<file path="config.mk">
export PLATFORM = sky130hd
export DESIGN_NAME = usr_serial_tx_ctrl
export DESIGN_NICKNAME = d
export VERILOG_FILES = /design/src/rtl/usr_ctrl_pkg.sv /design/src/rtl/usr_bit_timer.sv /design/src/rtl/usr_serial_tx_ctrl.sv
export SDC_FILE = /design/constraint.sdc
export NUM_CORES = 1
export LEC_CHECK = 0
export BUFFER_PORTS_ARGS = -buffer_cell sky130_fd_sc_hd__buf_2
export CAP_MARGIN = 0
export CORE_MARGIN = 3
export CORE_UTILIZATION = 42
export DETAILED_ROUTE_END_ITERATION = 16
export PLACE_DENSITY = 0.79
export SLEW_MARGIN = 15
export SYNTH_ARGS = -nofsm -noshare
export SYNTH_HDL_FRONTEND = slang
export SYNTH_SLANG_ARGS = --single-unit
</file>
<file path="constraint.sdc">
create_clock -name clk -period 2.3 [get_ports clk]
set_clock_uncertainty 0.05 [all_clocks]
set_input_delay 0.115 -clock clk [delete_from_list [all_inputs] [get_ports clk]]
set_output_delay 0.115 -clock clk [all_outputs]
set_load 0.02 [all_outputs]
</file>
<file path="src/rtl/usr_ctrl_pkg.sv">
// Shared constants for the universal-shift-register transmit sequencer:
// register mode encodings and the controller state encoding.
package usr_ctrl_pkg;

  localparam logic [1:0] USR_MODE_HOLD = 2'b00;
  localparam logic [1:0] USR_MODE_SHR  = 2'b01;
  localparam logic [1:0] USR_MODE_SHL  = 2'b10;
  localparam logic [1:0] USR_MODE_LOAD = 2'b11;

  typedef enum logic [1:0] {
    ST_IDLE   = 2'b00,
    ST_LOAD   = 2'b01,
    ST_SHIFT  = 2'b10,
    ST_PARITY = 2'b11
  } usr_state_e;

endpackage

</file>
<file path="src/rtl/usr_bit_timer.sv">
// Bit-period timer: DIV_W down-counter reloaded with div on start or at terminal
// count; tick marks the last cycle of each div+1 cycle period.
module usr_bit_timer #(
  parameter int DIV_W = 8
) (
  input  logic             clk,
  input  logic             rst,
  input  logic             start,
  input  logic [DIV_W-1:0] div,
  output logic             tick
);

  logic [DIV_W-1:0] cnt_q;

  assign tick = (cnt_q == '0);

  always_ff @(posedge clk) begin
    if (rst) begin
      cnt_q <= '0;
    end else if (start || tick) begin
      cnt_q <= div;
    end else begin
      cnt_q <= cnt_q - 1'b1;
    end
  end

endmodule

</file>
<file path="src/rtl/usr_serial_tx_ctrl.sv">
// Parallel-to-serial transmit sequencer around an external universal shift register.
// Optional even-parity bit appended per frame when USR_CTRL_PARITY_EN is defined.
//
// state  | meaning
// IDLE   | ready for a word; capture data and config on accept
// LOAD   | parallel-load captured word into the register
// SHIFT  | present one bit per period, shift at each period end
// PARITY | extra bit period carrying even parity, register held
module usr_serial_tx_ctrl
  import usr_ctrl_pkg::*;
#(
  parameter int WIDTH = 8,
  parameter int DIV_W = 8
) (
  input  logic             clk,
  input  logic             rst,
  input  logic             in_valid,
  output logic             in_ready,
  input  logic [WIDTH-1:0] in_data,
  input  logic             cfg_msb_first,
  input  logic [DIV_W-1:0] cfg_div,
  output logic             sr_enable,
  output logic [1:0]       sr_mode,
  output logic             sr_serial_in_right,
  output logic             sr_serial_in_left,
  output logic [WIDTH-1:0] sr_parallel_in,
  input  logic [WIDTH-1:0] sr_q,
  output logic             ser_out,
  output logic             ser_valid,
  output logic             frame_done
);

  localparam int CNT_W = (WIDTH > 1) ? $clog2(WIDTH) : 1;
  localparam logic [CNT_W-1:0] LAST_BIT = CNT_W'(WIDTH - 1);

  usr_state_e       state_q, state_d;
  logic [WIDTH-1:0] data_q;
  logic             msb_q;
  logic [DIV_W-1:0] div_q;
  logic [CNT_W-1:0] bit_cnt_q;
  logic             tick;
  logic             timer_start;
  logic             accept;
  logic             unused_sr_q;
`ifdef USR_CTRL_PARITY_EN
  logic             par_q;
`endif

  assign sr_serial_in_right = 1'b0;
  assign sr_serial_in_left  = 1'b0;
  assign accept             = in_valid && in_ready;
  // Only the end bits of q are observed; the middle is consumed by shifting.
  assign unused_sr_q        = ^sr_q;

  usr_bit_timer #(.DIV_W(DIV_W)) u_bit_timer (
    .clk   (clk),
    .rst   (rst),
    .start (timer_start),
    .div   (div_q),
    .tick  (tick)
  );

  always_ff @(posedge clk) begin
    if (rst) begin
      state_q   <= ST_IDLE;
      data_q    <= '0;
      msb_q     <= 1'b0;
      div_q     <= '0;
      bit_cnt_q <= '0;
`ifdef USR_CTRL_PARITY_EN
      par_q     <= 1'b0;
`endif
    end else begin
      state_q <= state_d;
      if (accept) begin
        data_q <= in_data;
        msb_q  <= cfg_msb_first;
        div_q  <= cfg_div;
`ifdef USR_CTRL_PARITY_EN
        par_q  <= ^in_data;
`endif
      end
      if (state_q == ST_LOAD) begin
        bit_cnt_q <= '0;
      end else if (state_q == ST_SHIFT && tick) begin
        bit_cnt_q <= bit_cnt_q + 1'b1;
      end
    end
  end

  always_comb begin
    state_d        = state_q;
    in_ready       = 1'b0;
    sr_enable      = 1'b0;
    sr_mode        = USR_MODE_HOLD;
    sr_parallel_in = '0;
    ser_out        = 1'b0;
    ser_valid      = 1'b0;
    frame_done     = 1'b0;
    timer_start    = 1'b0;
    case (state_q)
      ST_IDLE: begin
        // Held low while rst is asserted so nothing is accepted during reset.
        in_ready = !rst;
        if (in_valid) state_d = ST_LOAD;
      end
      ST_LOAD: begin
        sr_enable      = 1'b1;
        sr_mode        = USR_MODE_LOAD;
        sr_parallel_in = data_q;
        timer_start    = 1'b1;
        state_d        = ST_SHIFT;
      end
      ST_SHIFT: begin
        ser_valid = 1'b1;
        ser_out   = msb_q ? sr_q[WIDTH-1] : sr_q[0];
        if (tick) begin
          sr_enable = 1'b1;
          sr_mode   = msb_q ? USR_MODE_SHL : USR_MODE_SHR;
          if (bit_cnt_q == LAST_BIT) begin
`ifdef USR_CTRL_PARITY_EN
            state_d = ST_PARITY;
`else
            frame_done = 1'b1;
            state_d    = ST_IDLE;
`endif
          end
        end
      end
      ST_PARITY: begin
`ifdef USR_CTRL_PARITY_EN
        ser_valid = 1'b1;
        ser_out   = par_q;
        if (tick) begin
          frame_done = 1'b1;
          state_d    = ST_IDLE;
        end
`else
        state_d = ST_IDLE;
`endif
      end
      default: state_d = ST_IDLE;
    endcase
  end

endmodule

</file>
==> results.sh, run 1 <==
export IMPL_dr_first_iter_drc_count=21
export IMPL_required_ps=2130
export IMPL_dieArea_um2=4400
export IMPL_rows=21
export IMPL_cellPowerDensity_nw_per_um2=955
export IMPL_io_buffer_count=36
export IMPL_rrSetupSlack_ps=280
export IMPL_yosys_top_cells_area="dfxtp_1 (39%), ha_1 (7.4%), nand2b_1 (7.4%)"
export IMPL_clk_pin_slew_worst_paths_ps=90
export IMPL_hp_class="in2reg"
export IMPL_num_antenna_cells=0
export IMPL_relSlewSlack_pct=36.2
export IMPL_fin_tns_setup_ps=0
export IMPL_hold_violations=0
export IMPL_reg2reg_to="data_q[6]$_SDFFE_PP0P_"
export IMPL_htreeDepth=2
export IMPL_fin_cells=278
export IMPL_path_class="reg2out"
export IMPL_fin_crit_ps=2100
export IMPL_setup_worst_path_end="sr_mode[0]"
export IMPL_drive_above_1_share_pct=23.7
export IMPL_clock_path_buffers=2
export IMPL_synth_distinct_cells=31
export IMPL_fillCellCount=289
export IMPL_netlist_area_um2=1530
export IMPL_endpoint_kind="output pin"
export IMPL_met2_usage_pct=26.0
export IMPL_grt_use_met1_pct=17.1
export IMPL_pin_count=45
export IMPL_async_reset_ff_share_pct=0
export IMPL_drtAntennaViolNets=0
export IMPL_arrival_ps=1930
export IMPL_gp_congestion=0.815
export IMPL_setup_slack_ps=203
export IMPL_cts_resized=0
export IMPL_startpoint_type="flip-flop"
export IMPL_place_ws_ps=279
export IMPL_syn_inst=179
export IMPL_synthMostInstantiatedCell="dfxtp_1"
export IMPL_wire_per_inst_um=11.1
export IMPL_antenna_found_initial=0
export IMPL_grt_busiest_layer="met2"
export IMPL_ys_seq_area_share_pct=39.2
export IMPL_worst_pin_slew_ps=958
export IMPL_grt_max_degree=35
export IMPL_reg2reg_from="state_q[0]$_SDFFE_PP0P_"
export IMPL_ys_top_cells_by_count="dfxtp_1 (30), o21ai_0 (20), nand2_1 (19), nand2b_1 (18), nor2_1 (12)"
export IMPL_die_h_um=66.4
export IMPL_cts_buffers=5
export IMPL_maxCapViolCount=0
export IMPL_synth_top_cell_area_share_pct=39.2
export IMPL_startpoint="u_bit_timer.cnt_q[0]$_SDFF_PP0_"
export IMPL_met3_usage_pct=3.91
export IMPL_setup_viol=0
export IMPL_cts_sinks=30
export IMPL_ys_warn_count=0
export IMPL_synth_area_per_cell_um2=8.55
export IMPL_place_hpwl_um=2020
export IMPL_ir_drop_mv=0.496
export IMPL_root_buffer="clkbuf_4"
export IMPL_drc_errors=0
export IMPL_crit_fanout=7
export IMPL_yosys_area_top_type="dfxtp_1"
export IMPL_initial_utilization_pct=44.8
export IMPL_dr_pass1_iters=4
export IMPL_synth_edf_count=0
export IMPL_via_count=1306
export IMPL_min_period_over_period_pct=91.2
export IMPL_track_usage_pct=15.4
export IMPL_grt_pass1_wl_um=5150
export IMPL_clock_latency_ps=320
export IMPL_finalWirelength_um=3080
export IMPL_synth_seq_cells=30
export IMPL_nNetsFinal=269
export IMPL_grt_pass1_vias=1252
export IMPL_placed_cells=254
export IMPL_synth_main_ff_cell="dfxtp_1"
export IMPL_area_growth_pct=29.6
export IMPL_leakagePower_nw=0.865
export IMPL_slew_violations=0
export IMPL_r2r_cells=5
export IMPL_outcome="complete, no violations"
export IMPL_tritoncts="built"
export IMPL_max_freq_mhz=477
export IMPL_grt_overflow=0
export IMPL_rsz0062_at_grt="false"
export IMPL_die_x_um=66.4
export IMPL_core_area_um2=3420
export IMPL_vias_per_cell=4.70
==> kinds of logic (layout without fill, tap and decap cells) <==
| family | Yosys count | count (layout) | share of synthesized area (%) |
|---|---|---|---|
| xor gates and xnor gates | 6 | 6 | 3.43 |
| other | 1 | 2 | 0.245 |
| AOI/OAI and AO/OA | 37 | 37 | 14.5 |
| and+or+nand+nor | 75 | 75 | 27.2 |
| buffers and inverters | 18 | 70 | 6.05 |
| DFF | 30 | 30 | 39.2 |
| adders and majority gates | 9 | 9 | 7.36 |
| muxes | 3 | 3 | 1.96 |
==> critical path: stages, from the launching register on <==
cell	delay [ps]
dfxtp_1	390
inv_1	80
ha_1	200
nor3b_1	140
and3_1	280
and2b_2	220
o21a_1	160
buf_2	150
==> power by group <==
| group | switching (mW) | internal, mW | leakage, nW | total (mW) |
|---|---|---|---|---|
| Sequential | 0.0973 | 0.628 | 0.247 | 0.726 |
| Clock | 0.173 | 0.253 | 0.0443 | 0.426 |
| Combinational | 0.401 | 0.341 | 0.573 | 0.742 |
==> layout by cell type (no fill, tap or decap), types with 2 or more instances in the layout <==
master         instances
a211oi_1               8
a21oi_1                3
and2_1                 9
buf_2                 36
buf_4                  4
clkbuf_4               5
conb_1                 2
dfxtp_1               30
dlygate4sd3_1         17
ha_1                   9
inv_1                  6
mux2i_1                3
nand2_1               19
nand2b_1              18
nand3_1                4
nor2_1                12
nor2b_1                4
nor3_2                 3
o21a_1                 3
o21ai_0               20
xnor2_1                3
xor2_1                 3
==> flip-flops by register name, summed over array words and instances (netlist names) <==
signal and cells:
state_q 2, u_bit_timer.cnt_q 8, bit_cnt_q 3, div_q 8
data_q 8, msb_q 1
==> layout make-up <==
cell class,count,area [um2],share of cell area (%)
well taps,46,57.6,2.90
repair buffers,57,380,19.2
multi-input cells,132,841,42.4
clock buffers,6,51.3,2.59
flip-flops and latches,30,601,30.3
inverters,6,22.5,1.14
clock inverters,1,30.0,1.51
==> worst min-delay path by stage <==
| stage | startpoint | end | depth (start not counted) |
|---|---|---|---|
| after CTS | in_valid | state_q[0]$_SDFFE_PP0P_ | 4 |
| after global placement | in_data[1] | data_q[1]$_SDFFE_PP0P_ | 3 |
| after floorplan | in_data[0] | data_q[0]$_SDFFE_PP0P_ | 2 |
| final | in_valid | state_q[0]$_SDFFE_PP0P_ | 4 |
| after detailed placement | in_data[4] | data_q[4]$_SDFFE_PP0P_ | 3 |
| after global routing | in_valid | state_q[1]$_SDFFE_PP0P_ | 4 |
==> timing repair <==
item                                   CTS  global route
buffers inserted                         0             0
hold buffers                            17             0
endpoints found under the hold margin   17             0
==> routing by layer <==
layer / part of all wire (%) / vias up
li1: - / 689
met1: 46 / 581
met2: 48 / 27
met3: 3.3 / 9
met4: 3.2 / 0
met5: 0 / -
==> metrics by stage <==
step | cell area [um2] | total power [mW] | hold WS (ps) | util, %
global placement | 1730 | 1.43 | 257 | 50.7
global route | 1980 | 2.03 | 206 | 58.1
finish | 1980 | 1.89 | 138 | 58.1
floorplan | 1530 | 1.27 | 174 | -
detailed placement | 1730 | 1.45 | 264 | 50.7
CTS | 1980 | 1.91 | 130 | 58.1
(Power assumes the default switching activity.)
==> run 2, diff against run 1 <==
--- a/config.mk
+++ b/config.mk
@@ -8,9 +8,9 @@
 export BUFFER_PORTS_ARGS = -buffer_cell sky130_fd_sc_hd__buf_2
 export CAP_MARGIN = 0
 export CORE_MARGIN = 3
-export CORE_UTILIZATION = 42
+export CORE_UTILIZATION = 51
 export DETAILED_ROUTE_END_ITERATION = 16
-export PLACE_DENSITY = 0.79
+export PLACE_DENSITY = 0.91
 export SLEW_MARGIN = 15
 export SYNTH_ARGS = -nofsm -noshare
 export SYNTH_HDL_FRONTEND = slang
==> results.sh, run 2 (synthesis results as in run 1) <==
export IMPL_outcome="complete, no violations"
export IMPL_die_h_um=60.8
export IMPL_grt_use_met1_pct=24.4
export IMPL_drtAntennaViolNets=0
export IMPL_path_class="reg2out"
export IMPL_antenna_found_initial=0
export IMPL_cts_sinks=30
export IMPL_area_growth_pct=25.9
export IMPL_finalWirelength_um=3350
export IMPL_dieArea_um2=3690
export IMPL_relSlewSlack_pct=57.6
export IMPL_ir_drop_mv=0.596
export IMPL_htreeDepth=2
export IMPL_pin_count=45
export IMPL_final_common_cell="buf_2"
export IMPL_core_area_um2=2810
export IMPL_fin_tns_setup_ps=0
export IMPL_nNetsFinal=268
export IMPL_initial_utilization_pct=54.5
export IMPL_grt_max_degree=35
export IMPL_layout_common_cells="buf_2 (36), dfxtp_1 (30), o21ai_0 (20), nand2_1 (19), nand2b_1 (18)"
export IMPL_p_total_mw=1.72
export IMPL_hp_class="in2reg"
export IMPL_hold_violations=0
export IMPL_cts_buffers=5
export IMPL_die_x_um=60.8
export IMPL_endpoint_kind="output pin"
export IMPL_postCtsSetupBuffers=0
export IMPL_rows=19
export IMPL_grt_busiest_layer="met2"
export IMPL_place_ws_ps=316
export IMPL_clock_path_buffers=2
export IMPL_r2r_cells=6
export IMPL_worst_pin_slew_ps=636
export IMPL_fin_crit_ps=2090
export IMPL_dr_first_iter_drc_count=37
export IMPL_min_period_over_period_pct=91.1
export IMPL_max_freq_mhz=477
export IMPL_startpoint_type="flip-flop"
export IMPL_gp_congestion=0.795
export IMPL_setup_slack_ps=205
export IMPL_setup_viol=0
export IMPL_crit_fanout=7
export IMPL_root_buffer="clkbuf_4"
export IMPL_maxCapViolCount=0
export IMPL_clock_latency_ps=320
export IMPL_io_buffer_count=36
export IMPL_clk_pin_slew_worst_paths_ps=90
export IMPL_cellPowerDensity_nw_per_um2=893
export IMPL_drc_errors=0
export IMPL_met2_usage_pct=32.2
export IMPL_place_hpwl_um=2010
export IMPL_placed_cells=238
export IMPL_placed_area_um2=1710
export IMPL_num_antenna_cells=0
export IMPL_track_usage_pct=20.0
export IMPL_arrival_ps=1930
export IMPL_reg_top3="data_q (8), div_q (8), u_bit_timer.cnt_q (8)"
export IMPL_drive_above_1_share_pct=23.4
export IMPL_met3_usage_pct=5.74
export IMPL_slew_violations=0
export IMPL_grt_pass1_wl_um=5460
export IMPL_fillCellCount=190
export IMPL_grt_pass1_vias=1271
export IMPL_grt_overflow=0
export IMPL_rsz0062_at_grt="false"
export IMPL_multi_input_area_um2=847
export IMPL_wire_per_inst_um=12.8
export IMPL_dr_pass1_iters=4
export IMPL_design_area_um2=1930
export IMPL_via_count=1374
export IMPL_fin_cells=262
export IMPL_vias_per_cell=5.24
export IMPL_whs_path_depth=4
export IMPL_tritoncts="built"
export IMPL_leakagePower_nw=0.844
export IMPL_ff_latch_area_um2=601
export IMPL_required_ps=2130
run 2: cell count changes in the layout (fill, tap and decap cells not counted):
| cell | delta |
|---|---|
| nor3b_2 | +1 |
| buf_4 | -1 |
| bufinv_16 | -1 |
| and3_2 | +1 |
| clkbuf_8 | -1 |
| clkbuf_1 | +2 |
| nor3b_1 | -1 |
| and3_1 | -1 |
run 2: timing repair:
item,in CTS,in global routing
hold endpoints to repair,17,0
hold buffers,17,0
gates resized for setup,1,1
pin swaps,0,0
endpoints found under the setup margin,1,1
run 2: stage by stage:
stage	util [%]	hold slack (ps)
after floorplan	-	174
after global placement	60.8	256
after detailed placement	60.8	264
after CTS	68.6	144
after global routing	68.7	163
final	68.7	153
run 2: critical path, stage by stage, from the launching register on:
cell     delay (ps)
dfxtp_1         370
inv_1            70
ha_1            200
nor3b_2         180
and3_2          290
and2b_2         210
o21a_1          150
buf_2           150
run 2: final timing paths:
check,start,endpoint,slack [ps]
worst max-delay path,u_bit_timer.cnt_q[0]$_SDFF_PP0_,sr_mode[0],210
worst min-delay path,in_valid,state_q[1]$_SDFFE_PP0P_,150
worst max register to register,u_bit_timer.cnt_q[0]$_SDFF_PP0_,u_bit_timer.cnt_q[7]$_SDFF_PP0_,510
worst min register to register,data_q[0]$_SDFFE_PP0P_,data_q[0]$_SDFFE_PP0P_,430
run 2: layer usage:
layer,vias to the layer above,part of all wire (%)
li1,693,-
met1,622,44
met2,51,47
met3,8,5.8
met4,0,2.5
met5,-,0
run 2: final cells by class:
cell class                 count  area share, %
clock buffer                   7           2.34
multi-input combinational    132           44.0
timing repair buffer          56           19.4
tap                           31           2.01
inverter                       6           1.17
sequential                    30           31.2
run 2: power breakdown:
part | switching (mW) | internal (mW) | leakage [nW]
clock network | 0.162 | 0.115 | 0.0254
logic | 0.407 | 0.310 | 0.571
registers | 0.0981 | 0.628 | 0.247
==> run 3, diff against run 2 <==
--- a/config.mk
+++ b/config.mk
@@ -5,7 +5,7 @@
 export SDC_FILE = /design/constraint.sdc
 export NUM_CORES = 1
 export LEC_CHECK = 0
-export BUFFER_PORTS_ARGS = -buffer_cell sky130_fd_sc_hd__buf_2
+export BUFFER_PORTS_ARGS = -buffer_cell sky130_fd_sc_hd__clkbuf_2
 export CAP_MARGIN = 0
 export CORE_MARGIN = 3
 export CORE_UTILIZATION = 51
==> results.sh, run 3 (synthesis results as in run 1) <==
export IMPL_outcome="complete, no violations"
export IMPL_startpoint_type="flip-flop"
export IMPL_grt_max_degree=35
export IMPL_antenna_found_initial=0
export IMPL_grt_pass1_vias=1345
export IMPL_num_antenna_cells=0
export IMPL_clk_pin_slew_worst_paths_ps=90
export IMPL_gp_congestion=0.802
export IMPL_dr_first_iter_drc_count=29
export IMPL_min_period_over_period_pct=91.5
export IMPL_leakagePower_nw=0.831
export IMPL_rows=19
export IMPL_htreeDepth=2
export IMPL_cts_buffers=5
export IMPL_drc_errors=0
export IMPL_hp_class="in2reg"
export IMPL_nNetsFinal=267
export IMPL_dieArea_um2=3690
export IMPL_multi_input_area_um2=847
export IMPL_die_h_um=60.8
export IMPL_max_freq_mhz=475
export IMPL_setup_viol=0
export IMPL_via_count=1347
export IMPL_dr_pass1_iters=4
export IMPL_ff_latch_area_um2=601
export IMPL_fillCellCount=208
export IMPL_clock_latency_ps=330
export IMPL_whs_path_depth=4
export IMPL_grt_overflow=0
export IMPL_p_total_mw=1.73
export IMPL_drive_above_1_share_pct=23.0
export IMPL_place_hpwl_um=1990
export IMPL_area_growth_pct=25.4
export IMPL_final_common_cell="clkbuf_2"
export IMPL_pin_count=45
export IMPL_r2r_cells=6
export IMPL_relSlewSlack_pct=58.8
export IMPL_slew_violations=0
export IMPL_cts_sinks=30
export IMPL_rsz0062_at_grt="false"
export IMPL_vias_per_cell=5.16
export IMPL_crit_fanout=7
export IMPL_initial_utilization_pct=54.5
export IMPL_ir_drop_mv=0.664
export IMPL_io_buffer_count=36
export IMPL_required_ps=2130
export IMPL_design_area_um2=1920
export IMPL_reg_top3="data_q (8), div_q (8), u_bit_timer.cnt_q (8)"
export IMPL_path_class="reg2out"
export IMPL_track_usage_pct=21.0
export IMPL_endpoint_kind="output pin"
export IMPL_grt_pass1_wl_um=5760
export IMPL_layout_common_cells="clkbuf_2 (36), dfxtp_1 (30), o21ai_0 (20), nand2_1 (19), nand2b_1 (18)"
export IMPL_tritoncts="built"
export IMPL_clock_path_buffers=2
export IMPL_core_area_um2=2810
export IMPL_root_buffer="clkbuf_4"
export IMPL_finalWirelength_um=3370
export IMPL_wire_per_inst_um=12.9
export IMPL_arrival_ps=1940
export IMPL_drtAntennaViolNets=0
export IMPL_worst_pin_slew_ps=618
export IMPL_hold_violations=0
export IMPL_cellPowerDensity_nw_per_um2=899
export IMPL_maxCapViolCount=0
export IMPL_fin_crit_ps=2110
export IMPL_die_x_um=60.8
export IMPL_placed_area_um2=1700
export IMPL_fin_tns_setup_ps=0
-- run 3: changes by cell type in the layout (fill, tap and decap cells not counted), sizes merged --
cell    before  now
buf         39    2
clkbuf       7   43
-- run 3: critical path, stage by stage, from the launching register on --
cell and delay (ps):
dfxtp_1 330, inv_1 90, ha_1 150, nor3b_2 290
and3_2 330, and2b_2 160, o21a_1 110, clkbuf_2 160
-- run 3: final timing paths --
| kind | start | to | slack, ps |
|---|---|---|---|
| setup reg to reg | u_bit_timer.cnt_q[0]$_SDFF_PP0_ | u_bit_timer.cnt_q[6]$_SDFF_PP0_ | 510 |
| setup / recovery | u_bit_timer.cnt_q[0]$_SDFF_PP0_ | sr_mode[0] | 190 |
| hold / removal | in_valid | state_q[1]$_SDFFE_PP0P_ | 140 |
| hold reg to reg | data_q[4]$_SDFFE_PP0P_ | data_q[4]$_SDFFE_PP0P_ | 420 |
-- run 3: per-stage QoR --
step                hold WS (ps)  setup WS, ps  util, %  std cells
finish                       144           194     68.4        261
global route                 208          85.5     68.4        261
CTS                          140           127     68.4        261
detailed placement           266           325     60.5        237
global placement             257           377     60.5        237
floorplan                    174           506        -        180
-- run 3: where the power goes --
group	switching (mW)	internal [mW]	total [mW]
logic	0.408	0.307	0.716
registers	0.0970	0.628	0.725
clock network	0.169	0.115	0.284
-- run 3: timing repair --
action / in CTS / in global routing
buffers inserted: 0 / 0
endpoints found under the setup margin: 1 / 1
hold endpoints to repair: 17 / 0
gates resized for setup: 1 / 1
hold buffers: 17 / 0
-- run 3: area by class of cell --
type / instances / share of cell area [%]
multi-input combinational: 132 / 44.1
sequential: 30 / 31.3
tap: 31 / 2.02
timing repair buffer: 55 / 19.0
inverter: 6 / 1.17
clock buffer: 7 / 2.35
-- run 3: layer usage --
metal	GRT usage, %	vias to the layer above	share of wire [%]
li1	-	690	-
met1	24.2	617	44
met2	36.9	34	50
met3	5.53	6	4.9
met4	7.74	0	1.4
met5	0	-	0
